**src/rtl/cmp_pkg.sv**
```systemverilog
// Shared types and sizing helpers for the nibble-serial magnitude comparator.
// Optional feature macro: CMP_EARLY_EXIT_EN.
package cmp_pkg;

   localparam int NIB_W = 4;

   typedef enum logic [1:0] {
      IDLE,
      CMP,
      DONE
   } state_t;

   function automatic int cnt_w(input int n);
      return ($clog2(n) < 1) ? 1 : $clog2(n);
   endfunction

endpackage

```
**src/rtl/nibble_gt_eq.sv**
```systemverilog
// Combinational 4-bit greater-than / equal slice shared by the controller.
// Optional feature macro: CMP_EARLY_EXIT_EN (no effect in this file).
module nibble_gt_eq
   import cmp_pkg::*;
(
   input  logic [NIB_W-1:0] x,
   input  logic [NIB_W-1:0] y,
   output logic             gt,
   output logic             eq
);

   assign gt = (x > y);
   assign eq = (x == y);

endmodule

```
**src/rtl/seq_magnitude_cmp_ctrl.sv**
```systemverilog
// Nibble-serial unsigned magnitude comparator controller, MSB nibble first.
// Optional feature macro: CMP_EARLY_EXIT_EN (stop at the first differing nibble).
module seq_magnitude_cmp_ctrl
   import cmp_pkg::*;
#(
   parameter int WIDTH = 16
)
(
   input  logic             clk,
   input  logic             reset,
   input  logic             start,
   input  logic [WIDTH-1:0] a,
   input  logic [WIDTH-1:0] b,
   output logic             busy,
   output logic             done,
   output logic             gt,
   output logic             eq
);

   localparam int NIBBLES = WIDTH / NIB_W;
   localparam int CW      = cnt_w(NIBBLES);

   if ((WIDTH < NIB_W) || ((WIDTH % NIB_W) != 0)) begin : g_bad_width
      $error("WIDTH must be a multiple of 4 and at least 4");
   end

   state_t           state;
   state_t           state_nx;
   logic [WIDTH-1:0] sh_a;
   logic [WIDTH-1:0] sh_b;
   logic [CW-1:0]    cnt;
   logic             gt_acc;
   logic             eq_acc;
   logic             gt_q;
   logic             eq_q;
   logic             nib_gt;
   logic             nib_eq;
   logic             acc_gt_nx;
   logic             acc_eq_nx;
   logic             last;

   nibble_gt_eq u_slice (
      .x  (sh_a[WIDTH-1 -: NIB_W]),
      .y  (sh_b[WIDTH-1 -: NIB_W]),
      .gt (nib_gt),
      .eq (nib_eq)
   );

   // Once a difference has been seen the accumulated result is frozen.
   always_comb begin
      acc_eq_nx = eq_acc & nib_eq;
      acc_gt_nx = eq_acc ? nib_gt : gt_acc;
   end

`ifdef CMP_EARLY_EXIT_EN
   assign last = (cnt == '0) || (eq_acc && !nib_eq);
`else
   assign last = (cnt == '0);
`endif

   always_ff @(posedge clk) begin
      if (reset) begin
         state <= IDLE;
      end else begin
         state <= state_nx;
      end
   end

   always_comb begin
      state_nx = state;
      case (state)
         IDLE:    if (start) state_nx = CMP;
         CMP:     if (last)  state_nx = DONE;
         DONE:    state_nx = IDLE;
         default: state_nx = IDLE;
      endcase
   end

   // Results are loaded on the CMP->DONE edge so they are valid with done.
   always_ff @(posedge clk) begin
      if (reset) begin
         sh_a   <= '0;
         sh_b   <= '0;
         cnt    <= '0;
         gt_acc <= 1'b0;
         eq_acc <= 1'b0;
         gt_q   <= 1'b0;
         eq_q   <= 1'b0;
      end else begin
         case (state)
            IDLE: begin
               if (start) begin
                  sh_a   <= a;
                  sh_b   <= b;
                  cnt    <= CW'(NIBBLES - 1);
                  gt_acc <= 1'b0;
                  eq_acc <= 1'b1;
               end
            end
            CMP: begin
               sh_a   <= sh_a << NIB_W;
               sh_b   <= sh_b << NIB_W;
               cnt    <= cnt - 1'b1;
               gt_acc <= acc_gt_nx;
               eq_acc <= acc_eq_nx;
               if (last) begin
                  gt_q <= acc_gt_nx;
                  eq_q <= acc_eq_nx;
               end
            end
            default: ;
         endcase
      end
   end

   assign busy = (state != IDLE);
   assign done = (state == DONE);
   assign gt   = gt_q;
   assign eq   = eq_q;

endmodule
```
**config.mk**
```make
export PLATFORM = sky130hd
export DESIGN_NAME = seq_magnitude_cmp_ctrl
export DESIGN_NICKNAME = d
export VERILOG_FILES = /design/src/rtl/cmp_pkg.sv /design/src/rtl/nibble_gt_eq.sv /design/src/rtl/seq_magnitude_cmp_ctrl.sv
export SDC_FILE = /design/constraint.sdc
export NUM_CORES = 1
export LEC_CHECK = 0
export BUFFER_PORTS_ARGS = -buffer_cell sky130_fd_sc_hd__buf_2
export CORE_MARGIN = 1
export CORE_UTILIZATION = 59
export DETAILED_ROUTE_END_ITERATION = 8
export HOLD_SLACK_MARGIN = 0.05
export PLACE_DENSITY_LB_ADDON = 0.2
export SKIP_CTS_REPAIR_TIMING = 1
export SYNTH_ARGS = -nofsm -noshare
export SYNTH_HDL_FRONTEND = slang
export SYNTH_SLANG_ARGS = --single-unit
```
**constraint.sdc**
```tcl
create_clock -name clk -period 2.6 [get_ports clk]
set_input_delay 0.39 -clock clk [delete_from_list [all_inputs] [get_ports clk]]
set_output_delay 0.39 -clock clk [all_outputs]
set_load 0.02 [all_outputs]
```
==> Word level (Yosys, flattened, before mapping) <==
Index checks and enable logic that the tools add are counted.
{ "word_totals": {"mem_bits_ro": 0, "mem_count": 0, "latchBits": 0, "ramBits": 0, "register_bits": 40, "input_bits": 35} }
{ "classes": {"order_cmp": 1, "add_sub_neg": 1, "n_bitwise": 1, "muxes": 14, "n_eq_ne": 5, "reduce_logical": 7, "n_div": 0, "mul": 0, "shifts": 0} }
{ "ops": {"columns": ["op", "count"], "rows": [
  ["one-hot mux 16 bit (2 select lines)", 2],
  ["2-to-1 mux 16 bit", 2],
  ["one-hot mux 2 bit (2 select lines)", 2],
  ["2-to-1 mux 2 bit", 3],
  ["AND reduction 2 bit", 3],
  ["equality test 4 bit", 1],
  ["> comparator 4 bit", 1],
  ["zero test 2 bit", 2],
  ["inequality test 2 bit, second input constant", 2],
  ["one-hot mux 1 bit (2 select lines)", 2],
  ["nonzero test 2 bit", 2],
  ["2-to-1 mux 1 bit", 3],
  ["equality test 2 x 1 -> 1 bit, second input constant", 1],
  ["equality test 2 bit, second input constant", 1],
  ["subtractor 2 x 1 -> 2 bit, second input constant", 1],
  ["AND 1 bit", 1]
]} }

==> Depth between registers and ports, before layout <==
Gate-level depths: netlist (run 1).
{ "depth": {"ltp_word": 3, "ltp_mapped": 6, "ltp_nobuf": 6} }

==> By module <==
A second synthesis (run 1) with hierarchy kept.
{ "unflattened": {"cells_unflattened": 193, "area_unflattened_um2": 1803.0} }
{ "by_module_without_submodules": {"columns": ["mod", "area_per_inst_um2", "cells_each", "n_inst"], "rows": [
  ["seq_magnitude_cmp_ctrl", 1694.1, 180, 1],
  ["nibble_gt_eq", 108.9, 13, 1]
]} }

==> Least setup slack after synthesis (run 1) <==
Ideal clock, no wire load.
{ "synth_path": {"path_kind": "register to output", "startpoint": "register state[1]", "endpoint": "output port done", "stages_incl_launch_ff": 5, "setup_slack_ns": 1.051, "t_required_ns": 2.210, "path_buffers": 3, "arrival_ns": 1.159, "cell_sequence": "dfxtp_1 buf_6 buf_2 buf_2 nor2b_1"} }
{ "synth_via": {"elab_chain_cells": 1} }
{ "synth_rtl": {"columns": ["element", "line_no", "source"], "rows": [
  ["start, declared", "seq_magnitude_cmp_ctrl.sv:27", "state_t state;"],
  ["start signal, assigned", "seq_magnitude_cmp_ctrl.sv:65", "state <= state_nx;"],
  ["equality test 2 bit", "seq_magnitude_cmp_ctrl.sv:117", "assign done = (state == DONE);"],
  ["end, declared", "seq_magnitude_cmp_ctrl.sv:15", "output logic done,"]
]} }
Every way passes these cells.

==> Final worst setup path (run 1) <==
Same ends and word-level chain as after synthesis.

==> impl_metrics.py, run 1 <==
metrics = {
    "cts": {
        "clk_pin_slew_ns": 0.12,
        "cts_root_buf": "clkbuf_4",
        "cts.htree.levels": 2,
        "clkSinkCount": 40,
        "cts_made_buffers": 5,
        "cts_tree": "yes",
        "clk_latency_ns": 0.35,
        "cts.path.max_buffers": 2,
    },
    "route": {
        "routed_wl_mm": 4.62,
        "wl_per_cell_um": 13.3,
        "ant_nets": 0,
        "firstDrtPassIters": 4,
        "drt_iter0_drc": 128,
        "remaining_drc_errors": 0,
        "vias": 1969,
        "drt-vias-per-instance": 5.67,
    },
    "floorplanning": {
        "row_count": 21,
        "io-pin-count": 39,
        "coreArea_mm2": 0.00342,
        "die_area_mm2": 0.00392,
        "die_x_um": 62.6,
        "initial_utilization": 0.634,
        "die_h_um": 62.6,
    },
    "sta": {
        "finClkSkew_ns": 0.00984,
        "fin_crit_sh": 0.734,
        "worst_pin_slew_ns": 0.659,
        "tns_ns": 0,
        "max-slew-margin-rel": 0.560,
        "finalCriticalPeriod_ns": 1.91,
        "setup_viol_count_final": 0,
        "grt_setup_unrepaired": "false",
        "hold_viol_final": 0,
        "max_freq_ghz": 0.524,
        "report.final.slew_viol_count": 0,
    },
    "grt": {
        "grt_pass1_vias": 1862,
        "grt-ovfl-total": 0,
        "antenna_found_initial": 0,
        "grt_usage": 0.265,
        "grt_pass1_wl_mm": 8.26,
        "grt_max_degree": 30,
    },
    "critical_path": {
        "crit_path_end": "done",
        "setup.worst_path.start": "state[1]",
        "reg2reg_depth": 5,
        "timing.rr.start": "state[1]",
        "worstPathRequired_ns": 2.21,
        "r2r-end": "sh_b[8]",
        "start_kind": "flop",
        "reg2reg_setup_slack_ns": 1.03,
        "critPathCaptureType": "primary output",
        "worstPathMaxFanout": 24,
        "critPathKind": "flop to primary output",
        "worst_ep_arrival_time_ns": 1.52,
    },
    "synthesis": {
        "ys_seq_elements": 40,
        "syn_inst": 273,
        "synth_top_area_share": 0.370,
        "yosysSeqAreaShare": 0.370,
        "yosys.area.top_type": "dfxtp_1",
        "ys_warn_count": 0,
        "synth.area.top_cells": "dfxtp_1, nor2_1, a21oi_1, nor2b_1, o221a_2",
        "yosysUniqueCellTypes": 33,
        "synth_top_family_by_area": "compound AO/OA/AOI/OAI gates",
        "synth_compound_area_frac": 0.265,
        "syn_nets": 313,
        "synth_mux_area_frac": 0,
        "syn_avg_cell_area_um2": 7.93,
        "synth_xor_area_frac": 0,
        "yosys.area_share.simple": 0.240,
        "netlist_area_mm2": 0.00216,
        "synth-adder-area-share": 0.0289,
    },
    "layout": {
        "final_common_cell": "nor2_1",
        "nFillCells": 325,
        "nets": 340,
        "insertedDiodeCount": 0,
        "drive_gt1_frac": 0.239,
        "syn_to_final_growth_pct": 9.54,
        "final_cell_mix": "nor2_1, a21oi_1, dfxtp_1, buf_2, nor2b_1",
        "fin_area_mm2": 0.00237,
    },
    "power": {
        "power_density_mw_per_mm2": 589,
        "ir_worst_vdd_mv": 0.439,
        "leakage_nw": 1.04,
    },
    "min_path": {
        "hold_class": "input port to flop",
    },
    "status": {
        "status": "completed",
    },
    "placement": {
        "numPortBuffers": 38,
        "routabilityCongestion": 0.749,
        "dp_hpwl_mm": 3.28,
        "dpl_cell_area_mm2": 0.00231,
    },
    "job": {
        "cap_violations": 0,
    },
}
## cell usage after synthesis (all sizes together)
master,n
nor2b,20
nor3b,2
inv,15
and4,1
buf,20
o211ai,1
a211oi,1
clkbuf,4
nor3,10
a31o,1
a22oi,2
a21oi,39
nor2,65
o22ai,5
or2,1
nand2b,3
clkinv,1
a32o,1
nand4b,1
ha,5
dfxtp,40
nand4,1
a2bb2oi,11
nand2,4
o21ai,5
a2111oi,4
o221a,10
## sequential cells by signal, indices dropped and copies added, names as in the netlist
register and flops:
sh_a 16, state 2, gt_acc 1, sh_b 16, gt 1, eq 1
cnt 2, eq_acc 1
## how the worst min path moves through the flow
stage	to	from	cells past startpoint
2_1_floorplan	sh_a[11]	sh_a[11]	2
3_3_place_gp	eq	eq	2
3_5_place_dp	eq	eq	2
4_1_cts	sh_b[15]	b[15]	3
5_1_grt	sh_a[15]	a[15]	3
6_report	sh_b[15]	b[15]	3
## power by group
group,total (W),internal (W),leakage (nW),switching [W]
logic,0.000346,0.000158,0.680,0.000188
registers,0.000719,0.000675,0.332,0.0000431
clock network,0.000332,0.000134,0.0326,0.000198
## per-layer routing
metal | up-vias | share of wire | GRT usage
met2 | 69 | 0.45 | 0.429
met4 | 0 | 0.021 | 0.113
met5 | - | 0 | 0
met3 | 7 | 0.069 | 0.0675
li1 | 996 | - | -
met1 | 897 | 0.46 | 0.333
## area by class of cell
| cell class | count | area [um^2] | share of cell area |
|---|---|---|---|
| multi-input combinational | 193 | 1160 | 0.488 |
| sequential | 40 | 802 | 0.338 |
| timing repair buffer | 44 | 235 | 0.0992 |
| inverter | 16 | 60.1 | 0.0253 |
| clock buffer | 8 | 58.8 | 0.0248 |
| tap | 46 | 57.6 | 0.0243 |
## cell families (layout without fill, tap and decap cells)
family          after synthesis  after routing
compound gates               80             80
flops                        40             40
buf+inv                      40             68
fa+ha+maj                     5              5
simple gates                108            108
## critical path: stages, from the launching register on
cell and delay, ns:
dfxtp_2 0.52, buf_4 0.31, nor2b_1 0.15, buf_2 0.16
## per-stage QoR
step	instances	setup slack, ns	util	total power (W)	hold slack (ns)
floorplan	273	1.05	-	0.00100	0.465
global placement	339	0.820	0.677	0.00107	0.444
global route	347	0.563	0.694	0.00148	0.345
detailed placement	339	0.768	0.677	0.00108	0.446
CTS	347	0.685	0.694	0.00141	0.337
finish	347	0.692	0.694	0.00140	0.359
(Power assumes the default switching activity.)
==> run 2, diff against run 1 <==
--- a/config.mk
+++ b/config.mk
@@ -7,7 +7,7 @@
 export LEC_CHECK = 0
 export BUFFER_PORTS_ARGS = -buffer_cell sky130_fd_sc_hd__buf_2
 export CORE_MARGIN = 1
-export CORE_UTILIZATION = 59
+export CORE_UTILIZATION = 55
 export DETAILED_ROUTE_END_ITERATION = 8
 export HOLD_SLACK_MARGIN = 0.05
 export PLACE_DENSITY_LB_ADDON = 0.2
==> constraint.sdc (replaced) <==
create_clock -name clk -period 1.9 [get_ports clk]
set_input_delay 0.285 -clock clk [delete_from_list [all_inputs] [get_ports clk]]
set_output_delay 0.285 -clock clk [all_outputs]
set_load 0.02 [all_outputs]
==> run 2 against run 1 <==
Against the previous run:
- core utilization is 3.4 points lower
- worst setup slack worse by 0.49 ns
- clock-buffer cell count decreased by 2
- hold slack worse by 0.040 ns
- non-clock buffer count grew 8
- register-to-register slack worse by 0.68 ns
- final cell count increased by 2.6%
- clock power increased by 59%
- sequential power up 37%
- total power grew 43%
==> impl_metrics.py, run 2 (synthesized netlist as in run 1, its figures left out) <==
metrics = {
    "status": {
        "status": "completed",
    },
    "placement": {
        "routabilityCongestion": 0.765,
        "numPortBuffers": 38,
        "placedCellCount": 349,
        "place_ws_ns": 0.374,
        "dp_hpwl_mm": 3.41,
    },
    "floorplanning": {
        "initial_utilization": 0.582,
        "die_area_mm2": 0.00419,
        "io-pin-count": 39,
        "die_x_um": 64.7,
        "die_h_um": 64.7,
        "row_count": 22,
        "coreArea_mm2": 0.00372,
    },
    "critical_path": {
        "worstPathRequired_ns": 1.62,
        "critPathKind": "flop to primary output",
        "worstPathMaxFanout": 14,
        "start_kind": "flop",
        "critPathCaptureType": "primary output",
        "worst_ep_arrival_time_ns": 1.41,
    },
    "route": {
        "remaining_drc_errors": 0,
        "firstDrtPassIters": 4,
        "drt_iter0_drc": 109,
        "vias": 1964,
        "ant_nets": 0,
        "wl_per_cell_um": 13.2,
        "drt-vias-per-instance": 5.52,
        "routed_wl_mm": 4.71,
    },
    "layout": {
        "drive_gt1_frac": 0.260,
        "insertedDiodeCount": 0,
        "final_cell_mix": "nor2_1, a21oi_1, dfxtp_1, buf_2, nor2b_1",
        "final_common_cell": "nor2_1",
        "fin_cells": 356,
        "reg_top3": "sh_a x16, sh_b x16",
        "syn_to_final_growth_pct": 13.3,
        "nFillCells": 325,
        "nets": 348,
        "fin_util": 0.660,
    },
    "grt": {
        "grt-ovfl-total": 0,
        "grt_max_degree": 22,
        "grt_usage": 0.257,
        "grt_pass1_vias": 1797,
        "antenna_found_initial": 0,
        "grt_pass1_wl_mm": 8.25,
    },
    "power": {
        "totalPowerFinal_w": 0.00200,
        "ir_worst_vdd_mv": 0.445,
        "leakage_nw": 1.09,
        "power_density_mw_per_mm2": 817,
    },
    "job": {
        "cap_violations": 0,
    },
    "cts": {
        "cts_tree": "yes",
        "cts_root_buf": "clkbuf_8",
        "clk_pin_slew_ns": 0.07,
        "cts.path.max_buffers": 2,
        "cts.htree.levels": 2,
        "cts_made_buffers": 5,
        "clk_latency_ns": 0.28,
        "clkSinkCount": 40,
    },
    "sta": {
        "hold_viol_final": 0,
        "finClkSkew_ns": 0.00577,
        "report.final.slew_viol_count": 0,
        "max-slew-margin-rel": 0.699,
        "finalCriticalPeriod_ns": 1.70,
        "max_freq_ghz": 0.589,
        "tns_ns": 0,
        "setup_viol_count_final": 0,
        "fin_crit_sh": 0.894,
        "worst_pin_slew_ns": 0.450,
        "grt_setup_unrepaired": "false",
        "fin_ws_ns": 0.202,
    },
    "min_path": {
        "hold_class": "input port to flop",
    },
}
## run 2: cell types whose count changed in the layout (fill, tap and decap cells not counted), sizes merged
| cell | previous run | this run |
|---|---|---|
| buf | 44 | 52 |
| clkinv | 1 | 2 |
| clkbuf | 8 | 6 |
## run 2: worst paths after layout
path | cells after the start | slack (ns) | start | end
max | 3 | 0.20 | state[0] | busy
min | 3 | 0.32 | b[15] | sh_b[15]
max reg2reg | 4 | 0.35 | state[0] | sh_a[11]
min reg2reg | 2 | 0.46 | eq | eq
## run 2: critical path, stage by stage, from the launching register on
cell and delay (ns):
dfxtp_1 0.45, buf_4 0.24, or2_2 0.28, buf_2 0.16
## run 2: area by class of cell
type / count / area [um^2] / share of cell area
clock inverters: 1 / 5.00 / 0.00204
flip-flops and latches: 40 / 802 / 0.327
inverters: 16 / 60.1 / 0.0245
well taps: 48 / 60.1 / 0.0245
clock buffers: 6 / 72.6 / 0.0296
repair buffers: 52 / 295 / 0.120
multi-input cells: 193 / 1160 / 0.472
## run 2: where the power goes
part	total [W]	internal, W	switching [W]
clock	0.000528	0.000250	0.000278
sequential	0.000987	0.000924	0.0000627
combinational	0.000489	0.000232	0.000257
## run 2: layer usage
layer | vias to the layer above | track usage | share of wire
met5 | - | 0 | 0
met4 | 0 | 0.0583 | 0.0089
met3 | 4 | 0.0581 | 0.031
met2 | 36 | 0.413 | 0.47
met1 | 913 | 0.347 | 0.49
li1 | 1011 | - | -
## run 2: stage by stage
stage                     hold WS, ns  area [um^2]
after floorplan                 0.465         2160
after global placement          0.441         2370
after detailed placement        0.450         2370
after CTS                       0.318         2450
after global routing            0.332         2450
final                           0.319         2450
==> run 3, diff against run 2 <==
--- a/config.mk
+++ b/config.mk
@@ -7,9 +7,11 @@
 export LEC_CHECK = 0
 export BUFFER_PORTS_ARGS = -buffer_cell sky130_fd_sc_hd__buf_2
 export CORE_MARGIN = 1
-export CORE_UTILIZATION = 55
+export CORE_UTILIZATION = 57
+export CTS_BUF_LIST = sky130_fd_sc_hd__clkbuf_8
 export DETAILED_ROUTE_END_ITERATION = 8
 export HOLD_SLACK_MARGIN = 0.05
+export MAX_ROUTING_LAYER = met4
 export PLACE_DENSITY_LB_ADDON = 0.2
 export SKIP_CTS_REPAIR_TIMING = 1
 export SYNTH_ARGS = -nofsm -noshare
==> run 3 against run 2 <==
Against the previous run:
- sequential cell count unchanged
- largest power group unchanged
- hold slack got worse by 0.021 ns
- critical path depth is the same
- critical path type unchanged
- final cell count decreased by 1.1%
- design area down 0.41%
- first-iteration DRC count is 7.3% higher
- routed wire length fell by 3.9%
- non-clock buffer count is 5 lower
==> impl_metrics.py, run 3 (synthesized netlist as in run 1, its figures left out) <==
metrics = {
    "status": {
        "status": "completed",
    },
    "sta": {
        "report.final.slew_viol_count": 0,
        "hold_viol_final": 0,
        "fin_crit_sh": 0.879,
        "grt_setup_unrepaired": "false",
        "finalCriticalPeriod_ns": 1.67,
        "finClkSkew_ns": 0.00547,
        "tns_ns": 0,
        "whs_ns": 0.298,
        "max-slew-margin-rel": 0.511,
        "max_freq_ghz": 0.599,
        "setup_viol_count_final": 0,
        "worst_pin_slew_ns": 0.732,
    },
    "critical_path": {
        "cp.buffers_inverters": 2,
        "path_cells": "buf_4, nor2b_1, buf_2",
        "path_depth": 3,
        "path_delay_family": "flip-flops",
        "critical-path-slowest-cell": "dfxtp_2",
        "start_kind": "flop",
        "worstPathRequired_ns": 1.62,
        "worst_ep_arrival_time_ns": 1.38,
        "worstPathMaxFanout": 24,
        "slowest_delay_ns": 0.47,
        "critPathKind": "flop to primary output",
        "critPathCaptureType": "primary output",
        "reg2reg_depth": 4,
    },
    "job": {
        "cap_violations": 0,
    },
    "route": {
        "firstDrtPassIters": 4,
        "wl_per_cell_um": 12.9,
        "remaining_drc_errors": 0,
        "routed_wl_mm": 4.53,
        "drt-vias-per-instance": 5.48,
        "ant_nets": 0,
        "drt_iter0_drc": 117,
        "vias": 1929,
    },
    "layout": {
        "nets": 343,
        "final_common_cell": "nor2_1",
        "seqCellArea_um2": 802,
        "final_cell_mix": "nor2_1, a21oi_1, dfxtp_1, buf_2, nor2b_1",
        "insertedDiodeCount": 0,
        "nFillCells": 321,
        "reg_top3": "sh_a x16, sh_b x16",
        "multi_input_area_mm2": 0.00116,
        "fin_area_mm2": 0.00244,
        "syn_to_final_growth_pct": 12.8,
        "drive_gt1_frac": 0.253,
    },
    "power": {
        "leakage_nw": 1.08,
        "ir_worst_vdd_mv": 0.662,
        "power_density_mw_per_mm2": 839,
    },
    "grt": {
        "grt_pass1_wl_mm": 8.04,
        "grt_pass1_vias": 1770,
        "antenna_found_initial": 0,
        "grt_max_degree": 43,
        "grt-ovfl-total": 0,
        "grt_usage": 0.258,
    },
    "cts": {
        "clkSinkCount": 40,
        "cts_root_buf": "clkbuf_8",
        "cts.htree.levels": 2,
        "clk_latency_ns": 0.29,
        "clk_pin_slew_ns": 0.08,
        "cts_tree": "yes",
        "cts_made_buffers": 5,
        "cts.path.max_buffers": 2,
    },
    "min_path": {
        "hold_depth": 3,
        "hold_class": "input port to flop",
    },
    "placement": {
        "dp_hpwl_mm": 3.11,
        "dpl_cell_area_mm2": 0.00235,
        "numPortBuffers": 38,
        "routabilityCongestion": 0.736,
    },
    "floorplanning": {
        "coreArea_mm2": 0.00366,
        "io-pin-count": 39,
        "die_h_um": 63.6,
        "row_count": 22,
        "initial_utilization": 0.591,
        "die_area_mm2": 0.00405,
        "die_x_um": 63.6,
    },
}
## run 3: cell count changes in the layout (fill, tap and decap cells not counted), sizes merged
cell	delta
clkinv	+1
buf	-5
## run 3: final cells by class
| class | count | share of cell area |
|---|---|---|
| flip-flops and latches | 40 | 0.328 |
| clock buffers | 6 | 0.0338 |
| clock inverters | 2 | 0.00410 |
| inverters | 16 | 0.0246 |
| multi-input cells | 193 | 0.474 |
| well taps | 48 | 0.0246 |
| repair buffers | 47 | 0.111 |
## run 3: worst reg2reg max path, stage by stage (launching register included)
cell and delay (ns):
dfxtp_1 0.41, buf_4 0.22, clkinv_1 0.28, o21ai_0 0.26, nor3b_1 0.25
## run 3: through the flow
stage / total power (W) / setup WS [ns] / std cells / util
after global placement: 0.00147 / 0.379 / 344 / 0.642
final: 0.00205 / 0.230 / 352 / 0.667
after CTS: 0.00206 / 0.215 / 352 / 0.667
after floorplan: 0.00137 / 0.456 / 273 / -
after global routing: 0.00217 / 0.108 / 352 / 0.667
after detailed placement: 0.00148 / 0.331 / 344 / 0.642
## run 3: where the power goes
part / leakage (nW) / switching [W] / total (W) / internal [W]
registers: 0.332 / 0.0000582 / 0.000982 / 0.000924
logic: 0.700 / 0.000259 / 0.000483 / 0.000224
clock network: 0.0510 / 0.000294 / 0.000583 / 0.000290
total: 1.08 / 0.000611 / 0.00205 / 0.00144
## run 3: per-layer routing
layer	vias up	wire (um)	global-route usage
met5	-	0	-
met4	0	63	0.0852
met3	7	211	0.0435
met2	39	2070	0.404
met1	880	2180	0.334
li1	1003	-	-
## run 3: worst paths after layout
path | start | endpoint | slack, ns
worst max-delay path | state[1] | done | 0.23
worst min-delay path | a[15] | sh_a[15] | 0.30
worst max register to register | state[0] | state[0] | 0.40
worst min register to register | eq | eq | 0.46
